### src/rtl/count_display_driver.sv
// ---------------------------------------------------------------------------
// | count_display_driver                                                    |
// | 4-bit count -> BCD (serial double-dabble) -> 2-digit muxed 7-seg driver |
// | Revision: 1.0                                                           |
// ---------------------------------------------------------------------------
`default_nettype none

module count_display_driver #(
  parameter int REFRESH_DIV = 100000
) (
  input  logic       clk,
  input  logic       rst,
  input  logic [3:0] count,
  input  logic       blank,
  output logic [6:0] seg,
  output logic [1:0] an,
  output logic [7:0] bcd,
  output logic       busy
);

  localparam int             c_pw        = $clog2(REFRESH_DIV);
  localparam logic [c_pw-1:0] c_presc_max = c_pw'(REFRESH_DIV - 1);
  localparam logic [0:0]     c_idle      = 1'b0;
  localparam logic [0:0]     c_conv      = 1'b1;

  logic [0:0]      r_state;
  logic [0:0]      w_state_next;
  logic [3:0]      r_last_val;
  logic [3:0]      r_cap;
  logic [3:0]      r_shift;
  logic [7:0]      r_scratch;
  logic [1:0]      r_step;
  logic [7:0]      w_adj;
  logic [11:0]     w_shift;
  logic            w_start;
  logic [c_pw-1:0] r_presc;
  logic            r_digit_sel;
  logic [6:0]      w_seg_next;
  logic [1:0]      w_an_next;

  function automatic logic [6:0] decode(input logic [3:0] d);
    case (d)
      4'd0:    decode = 7'b1000000;
      4'd1:    decode = 7'b1111001;
      4'd2:    decode = 7'b0100100;
      4'd3:    decode = 7'b0110000;
      4'd4:    decode = 7'b0011001;
      4'd5:    decode = 7'b0010010;
      4'd6:    decode = 7'b0000010;
      4'd7:    decode = 7'b1111000;
      4'd8:    decode = 7'b0000000;
      4'd9:    decode = 7'b0010000;
      default: decode = 7'b1111111;
    endcase
  endfunction

  assign w_start = (r_state == c_idle) && (count != r_last_val);

  // Converter FSM: state register
  always_ff @(posedge clk or posedge rst) begin
    if (rst) r_state <= c_idle;
    else     r_state <= w_state_next;
  end

  // Converter FSM: next state
  always_comb begin
    w_state_next = r_state;
    case (r_state)
      c_idle:  if (w_start) w_state_next = c_conv;
      c_conv:  if (r_step == 2'd3) w_state_next = c_idle;
      default: w_state_next = c_idle;
    endcase
  end

  // Converter FSM: outputs
  always_comb begin
    busy = (r_state == c_conv);
  end

  // One double-dabble step: add-3 correction, then shift the joined register
  always_comb begin
    w_adj[3:0] = (r_scratch[3:0] >= 4'd5) ? r_scratch[3:0] + 4'd3 : r_scratch[3:0];
    w_adj[7:4] = (r_scratch[7:4] >= 4'd5) ? r_scratch[7:4] + 4'd3 : r_scratch[7:4];
    w_shift    = {w_adj[6:0], r_shift, 1'b0};
  end

  always_ff @(posedge clk or posedge rst) begin
    if (rst) begin
      r_last_val <= 4'd0;
      r_cap      <= 4'd0;
      r_shift    <= 4'd0;
      r_scratch  <= 8'd0;
      r_step     <= 2'd0;
      bcd        <= 8'h00;
    end else if (w_start) begin
      r_cap     <= count;
      r_shift   <= count;
      r_scratch <= 8'd0;
      r_step    <= 2'd0;
    end else if (r_state == c_conv) begin
      r_scratch <= w_shift[11:4];
      r_shift   <= w_shift[3:0];
      r_step    <= r_step + 2'd1;
      if (r_step == 2'd3) begin
        bcd        <= w_shift[11:4];
        r_last_val <= r_cap;
      end
    end
  end

  always_ff @(posedge clk or posedge rst) begin
    if (rst) begin
      r_presc     <= '0;
      r_digit_sel <= 1'b0;
    end else if (r_presc == c_presc_max) begin
      r_presc     <= '0;
      r_digit_sel <= ~r_digit_sel;
    end else begin
      r_presc <= r_presc + 1'b1;
    end
  end

  // Tens slot stays dark when the tens digit is zero
  always_comb begin
    w_an_next  = 2'b11;
    w_seg_next = 7'h7F;
    if (!blank) begin
      if (!r_digit_sel) begin
        w_an_next  = 2'b10;
        w_seg_next = decode(bcd[3:0]);
      end else begin
        w_an_next  = (bcd[7:4] == 4'd0) ? 2'b11 : 2'b01;
        w_seg_next = decode(bcd[7:4]);
      end
    end
  end

  always_ff @(posedge clk or posedge rst) begin
    if (rst) begin
      an  <= 2'b11;
      seg <= 7'h7F;
    end else begin
      an  <= w_an_next;
      seg <= w_seg_next;
    end
  end

endmodule

`default_nettype wire

### config.mk
export PLATFORM = sky130hd
export DESIGN_NAME = count_display_driver
export DESIGN_NICKNAME = d
export VERILOG_FILES = /design/src/rtl/count_display_driver.sv
export SDC_FILE = /design/constraint.sdc
export NUM_CORES = 1
export LEC_CHECK = 0
export CAP_MARGIN = 25
export CORE_MARGIN = 4
export CORE_UTILIZATION = 58
export DETAILED_ROUTE_END_ITERATION = 6
export MAX_ROUTING_LAYER = met4
export PLACE_DENSITY = 0.8
export RECOVER_POWER = 100
export SETUP_SLACK_MARGIN = 0.1
export SKIP_LAST_GASP = 1
export SYNTH_ARGS = -nofsm -noshare
export SYNTH_HDL_FRONTEND = slang
export SYNTH_SLANG_ARGS = --single-unit
export TNS_END_PERCENT = 10
### constraint.sdc
create_clock -name clk -period 1.72 [get_ports clk]
set_input_delay 0.172 -clock clk [delete_from_list [all_inputs] [get_ports clk]]
set_output_delay 0.172 -clock clk [all_outputs]
set_load 0.02 [all_outputs]
* After elaboration in Yosys (flattened, before gate mapping)
Memory sizes are Yosys's and may differ from the RTL's. Index checks and enable logic that the tools add are counted.
Cells by class: reduce and logical (&&, ||, !) cells 4, equality and inequality tests 3, $lt $le $gt $ge 2, muxes and demuxes 17, $add $sub $neg 4, bitwise operators 3
Operators with widths (number):
- 17-bit by 1-bit adder with 17-bit output (second input constant) | 1
- 17-bit equality test (second input constant) | 1
- 17-bit two-way mux | 1
- 8-bit two-way mux | 2
- 7-bit two-way mux | 2
- 4-bit two-way mux | 3
- 2-bit two-way mux | 5
- 4-bit by 3-bit >= comparator with 1-bit output (second input constant) | 2
- 4-bit by 2-bit adder with 4-bit output (second input constant) | 1
- 4-bit logical NOT | 1
- 4-bit != test | 1
- 3-bit by 2-bit adder with 3-bit output (second input constant) | 1
- 3-bit two-way mux | 1
- 1-bit inverter | 3
- 3-bit AND reduction | 1
- 2-bit by 1-bit adder with 2-bit output (second input constant) | 1
- 2-bit equality test (second input constant) | 1
- 1-bit two-way mux | 2
- 1-bit one-hot mux with 2 select lines | 1
- 2-bit nonzero test | 1
- 1-bit logical AND | 1
Word-level totals: bits in registers 58, logic and storage cells 46, bits in read-only memories 224, bits of input ports 7, output and inout port bits 18, memories kept 2
Memories:
- (no name shown) | depth 16, width 7, rd ports 1, clocked after memory_dff 0, wr ports 0, RTL line 42 | case (d)
- (no name shown) | depth 16, width 7, rd ports 1, clocked after memory_dff 0, wr ports 0, RTL line 42

* Longest topological paths before layout
word-level depth 4, depth in mapped cells 6, mapped depth without buffers 6

* Worst setup path before layout
OpenSTA, ideal clock, no wires.
path kind register -> register, start register bcd[5], end register seg[0], setup time 88 ps, slack -35 ps, buffers on the path 0, arrival 1667 ps, period minus slack after synthesis 1755 ps, required time 1632 ps, cell stages (with the launch flop) 7, cells stage by stage dfrtp_1 -> inv_1 -> ha_1 -> mux2_1 -> o21ai_0 -> nor2_1 -> or3_1
On the way: longest elaborated chain between the ends 3
RTL lines:
- start, declared | RTL line 17 | output logic [7:0] bcd,
- start signal, assigned | RTL line 105 | bcd <= w_shift[11:4];
- memory 16 x 7 bit
- 7-bit two-way mux | RTL line 128 | if (!r_digit_sel) begin
- 7-bit two-way mux | RTL line 127 | if (!blank) begin
- named net w_seg_next[0] | RTL line 38 | logic [6:0] w_seg_next;
- end signal, assigned | RTL line 144 | seg <= w_seg_next;
- end, declared | RTL line 15 | output logic [6:0] seg,
The timed path passes the listed nets, and every way through them passes these cells. A chain may end at the register's enable or synchronous reset.

* Worst setup path after layout
start register bcd[5], end output bcd[5]
No word-level cell between the ends.

==> impl_metrics.prom <==
# TYPE chip_impl_metric gauge
chip_impl_metric{name="totalWireLength",unit="mm"} 5.47
chip_impl_metric{name="maximum_number_of_pins_on_one_net_before_global_route_repair",unit=""} 26
chip_impl_metric{name="timing.clock.skew",unit="ns"} 0.00931
chip_impl_metric{name="drt_drc_violations_left",unit=""} 0
chip_impl_metric{name="timing.final.crit_share",unit=""} 0.950
chip_impl_metric{name="initial_antenna_violation_count",unit=""} 0
chip_impl_metric{name="number_of_port_buffers",unit=""} 24
chip_impl_metric{name="yosys_register_bits",unit=""} 58
chip_impl_metric{name="pre_cts_slack",unit="ns"} -0.00940
chip_impl_metric{name="static-leakage-power",unit="uW"} 0.00163
chip_impl_info{name="setup.worst_path.end_class",value="primary output"} 1
chip_impl_metric{name="drt_first_pass_iters",unit=""} 4
chip_impl_metric{name="dr_total_vias",unit=""} 2072
chip_impl_metric{name="fmax",unit="MHz"} 612
chip_impl_metric{name="layout-drive-gt1-share",unit=""} 0.211
chip_impl_info{name="grt_setup_unrepaired",value="true"} 1
chip_impl_metric{name="mappedNetlistNets",unit=""} 288
chip_impl_metric{name="arrival",unit="ns"} 1.46
chip_impl_info{name="synth_top_cell_by_area",value="dfrtp_1"} 1
chip_impl_info{name="crit-reg2reg-launch",value="r_presc[1]"} 1
chip_impl_info{name="cts_tree",value="yes"} 1
chip_impl_metric{name="grt_first_pass_wirelength",unit="mm"} 9.56
chip_impl_info{name="post_synth_main_area_contributors",value="dfrtp_1, dfstp_2, ha_1"} 1
chip_impl_metric{name="ios",unit=""} 25
chip_impl_info{name="post_synth_most_frequent_cells",value="dfrtp_1, nor2_1, ha_1, mux2_2, nand2_1"} 1
chip_impl_metric{name="async_flop_share",unit=""} 1.00
chip_impl_metric{name="tightestPinTransition",unit="ns"} 0.703
chip_impl_metric{name="syn-instance-count",unit=""} 265
chip_impl_metric{name="worst_slack",unit="ns"} 0.0866
chip_impl_metric{name="grt_pass1_vias",unit=""} 2036
chip_impl_metric{name="initial_core_util",unit=""} 0.596
chip_impl_metric{name="crit_buf_inv",unit=""} 2
chip_impl_metric{name="slew_headroom",unit=""} 0.528
chip_impl_metric{name="level_count_of_the_clock_h_tree",unit=""} 3
chip_impl_metric{name="core_ar",unit="mm^2"} 0.00511
chip_impl_metric{name="antenna_cells_inserted",unit=""} 0
chip_impl_info{name="ys.flop_type",value="dfrtp_1"} 1
chip_impl_metric{name="die_width",unit="um"} 80.4
chip_impl_metric{name="cts_num_sinks",unit=""} 58
chip_impl_metric{name="cts_setup_buffers",unit=""} 0
chip_impl_metric{name="tritoncts.num_buffers",unit=""} 9
chip_impl_info{name="synth_most_common_cell",value="dfrtp_1"} 1
chip_impl_info{name="cp-startpoint",value="bcd[5]"} 1
chip_impl_metric{name="synth_enable_flop_cells",unit=""} 0
chip_impl_metric{name="avgSynthCellArea",unit="um^2"} 11.5
chip_impl_metric{name="regToRegSetupSlack",unit="ns"} 0.10
chip_impl_metric{name="cpPeakStageDelay",unit="ns"} 0.62
chip_impl_metric{name="yosys_warnings",unit=""} 0
chip_impl_metric{name="area_fraction_of_the_dominant_cell_type_after_synthesis",unit=""} 0.403
chip_impl_metric{name="finalNetCount",unit=""} 326
chip_impl_metric{name="layout-area-overhead-vs-synth",unit="%"} 17.8
chip_impl_metric{name="route.antenna.remaining_nets",unit=""} 0
chip_impl_metric{name="cts.clk_slew.worst_paths",unit="ns"} 0.07
chip_impl_info{name="path_cells",value="buf_4 -> clkdlybuf4s50_1"} 1
chip_impl_metric{name="design_power",unit="uW"} 6200
chip_impl_metric{name="chipHeight",unit="um"} 80.4
chip_impl_metric{name="starting_drc_count_in_detailed_routing",unit=""} 103
chip_impl_info{name="crit_path_start_kind",value="register"} 1
chip_impl_metric{name="cts_buffer_depth",unit=""} 2
chip_impl_metric{name="worstPathMaxFanout",unit=""} 8
chip_impl_metric{name="std_cell_rows",unit=""} 26
chip_impl_metric{name="via_per_inst",unit=""} 5.48
chip_impl_metric{name="clk_latency",unit="ns"} 0.33
chip_impl_metric{name="die_area",unit="mm^2"} 0.00647
chip_impl_metric{name="synth-seq-area-share",unit=""} 0.480
chip_impl_metric{name="finalWeightedCongestion",unit=""} 0.810
chip_impl_metric{name="power.density",unit="mW/mm^2"} 1730
chip_impl_metric{name="max-vdd-ir-drop",unit="mV"} 1.19
chip_impl_info{name="critical-path-slowest-cell",value="clkdlybuf4s50_1"} 1
chip_impl_info{name="path_class_of_the_lowest_slack_min_delay_path",value="in -> async"} 1
chip_impl_metric{name="final_period_demand_of_the_worst_path",unit="ns"} 1.63
chip_impl_metric{name="grtUsageTotal",unit=""} 0.204
chip_impl_metric{name="timing.final.hold_violations",unit=""} 0
chip_impl_metric{name="yosys.cell_types.count",unit=""} 48
chip_impl_info{name="status",value="completed"} 1
chip_impl_metric{name="report.final.slew_viol_count",unit=""} 0
chip_impl_metric{name="wire_per_inst",unit="um"} 14.5
chip_impl_metric{name="dp.final_hpwl",unit="mm"} 3.89
chip_impl_info{name="worst_path_dominant_cell_family",value="buffers and inverters"} 1
chip_impl_metric{name="grt_remaining_overflow",unit=""} 0
chip_impl_metric{name="finalSetupViolCount",unit=""} 0
chip_impl_info{name="cts-root-buf",value="clkbuf_8"} 1
chip_impl_metric{name="max_cap_violations",unit=""} 0
chip_impl_metric{name="synthesis.area",unit="mm^2"} 0.00304
chip_impl_info{name="crit_type",value="reg -> out"} 1
chip_impl_metric{name="crit_required",unit="ns"} 1.55
-- routing by layer --
layer	global-route usage	wire, um
met2	0.313	2620
met3	0.0751	333
met4	0.0709	73
met5	-	0
met1	0.248	2450
-- final cells by class --
type | instances | area, um^2
clock buffers | 12 | 155
clock inverters | 4 | 73.8
well taps | 70 | 87.6
fillers | 393 | 1520
inverters | 14 | 53.8
multi-input cells | 182 | 1440
flip-flops and latches | 58 | 1470
repair buffers | 38 | 308
-- registers in the layout (all words and copies together), names as in the netlist --
signal / flops
r_scratch: 8
busy: 1
r_shift: 4
r_presc: 17
an: 2
r_cap: 4
bcd: 8
seg: 7
r_digit_sel: 1
r_last_val: 4
r_step: 2
-- report_power, final --
group	total [uW]	switching, uW	internal (uW)
combinational	2560	1260	1300
clock	1420	520	895
sequential	2230	387	1840
total	6200	2170	4030
-- repair_timing --
item,4_1_cts,5_1_grt
setup endpoints to repair,13,35
pin swaps,0,1
hold buffers,0,0
resized for setup,4,3
hold endpoints to repair,0,0
-- metrics by stage --
step | TNS (ns) | util | cells | hold WS [ns] | instance area [um^2]
final | 0 | 0.702 | 378 | 0.359 | 3580
after global routing | 0 | 0.702 | 378 | 0.385 | 3580
after CTS | 0 | 0.719 | 378 | 0.161 | 3670
after detailed placement | -0.0165 | 0.673 | 362 | 0.470 | 3440
after global placement | 0 | 0.673 | 362 | 0.470 | 3440
after floorplan | 0 | - | 265 | 0.262 | 3050
-- logic make-up (layout without fill, tap and decap cells) --
logic type / after synthesis / in the layout / synth area share
simple gates: 75 / 75 / 0.145
flops: 58 / 58 / 0.480
compound gates: 46 / 46 / 0.115
buf+inv: 25 / 68 / 0.0399
xor+xnor: 23 / 23 / 0.0736
mux: 22 / 22 / 0.0793
fa+ha+maj: 16 / 16 / 0.0658
-- placed cells by master (no fill, tap or decap), types with 6 or more instances in the layout --
cell             netlist  final
nand4_1                7      7
dfstp_2                9      9
a21oi_1                8      7
o21ai_0               12     12
xnor2_1               13     14
clkbuf_1               3      8
mux2_2                16     16
ha_1                  16     16
a22o_1                11     11
nand3_1                6      6
dfrtp_1               49     44
nor2_1                19     20
clkdlybuf4s50_1        0     20
inv_1                 13     12
clkbuf_8               0     11
nand2_1               14     14
xor2_1                 7      7
-- path summary, 6_finish.rpt --
path,depth (start not counted),end
max,2,bcd[5]
min,2,r_last_val[0]
max reg2reg,5,r_digit_sel
min reg2reg,1,r_shift[2]
max in group asynchronous,3,seg[5]
min in group clk,1,r_shift[2]
No activity file was read; power rests on OpenSTA's default activity.
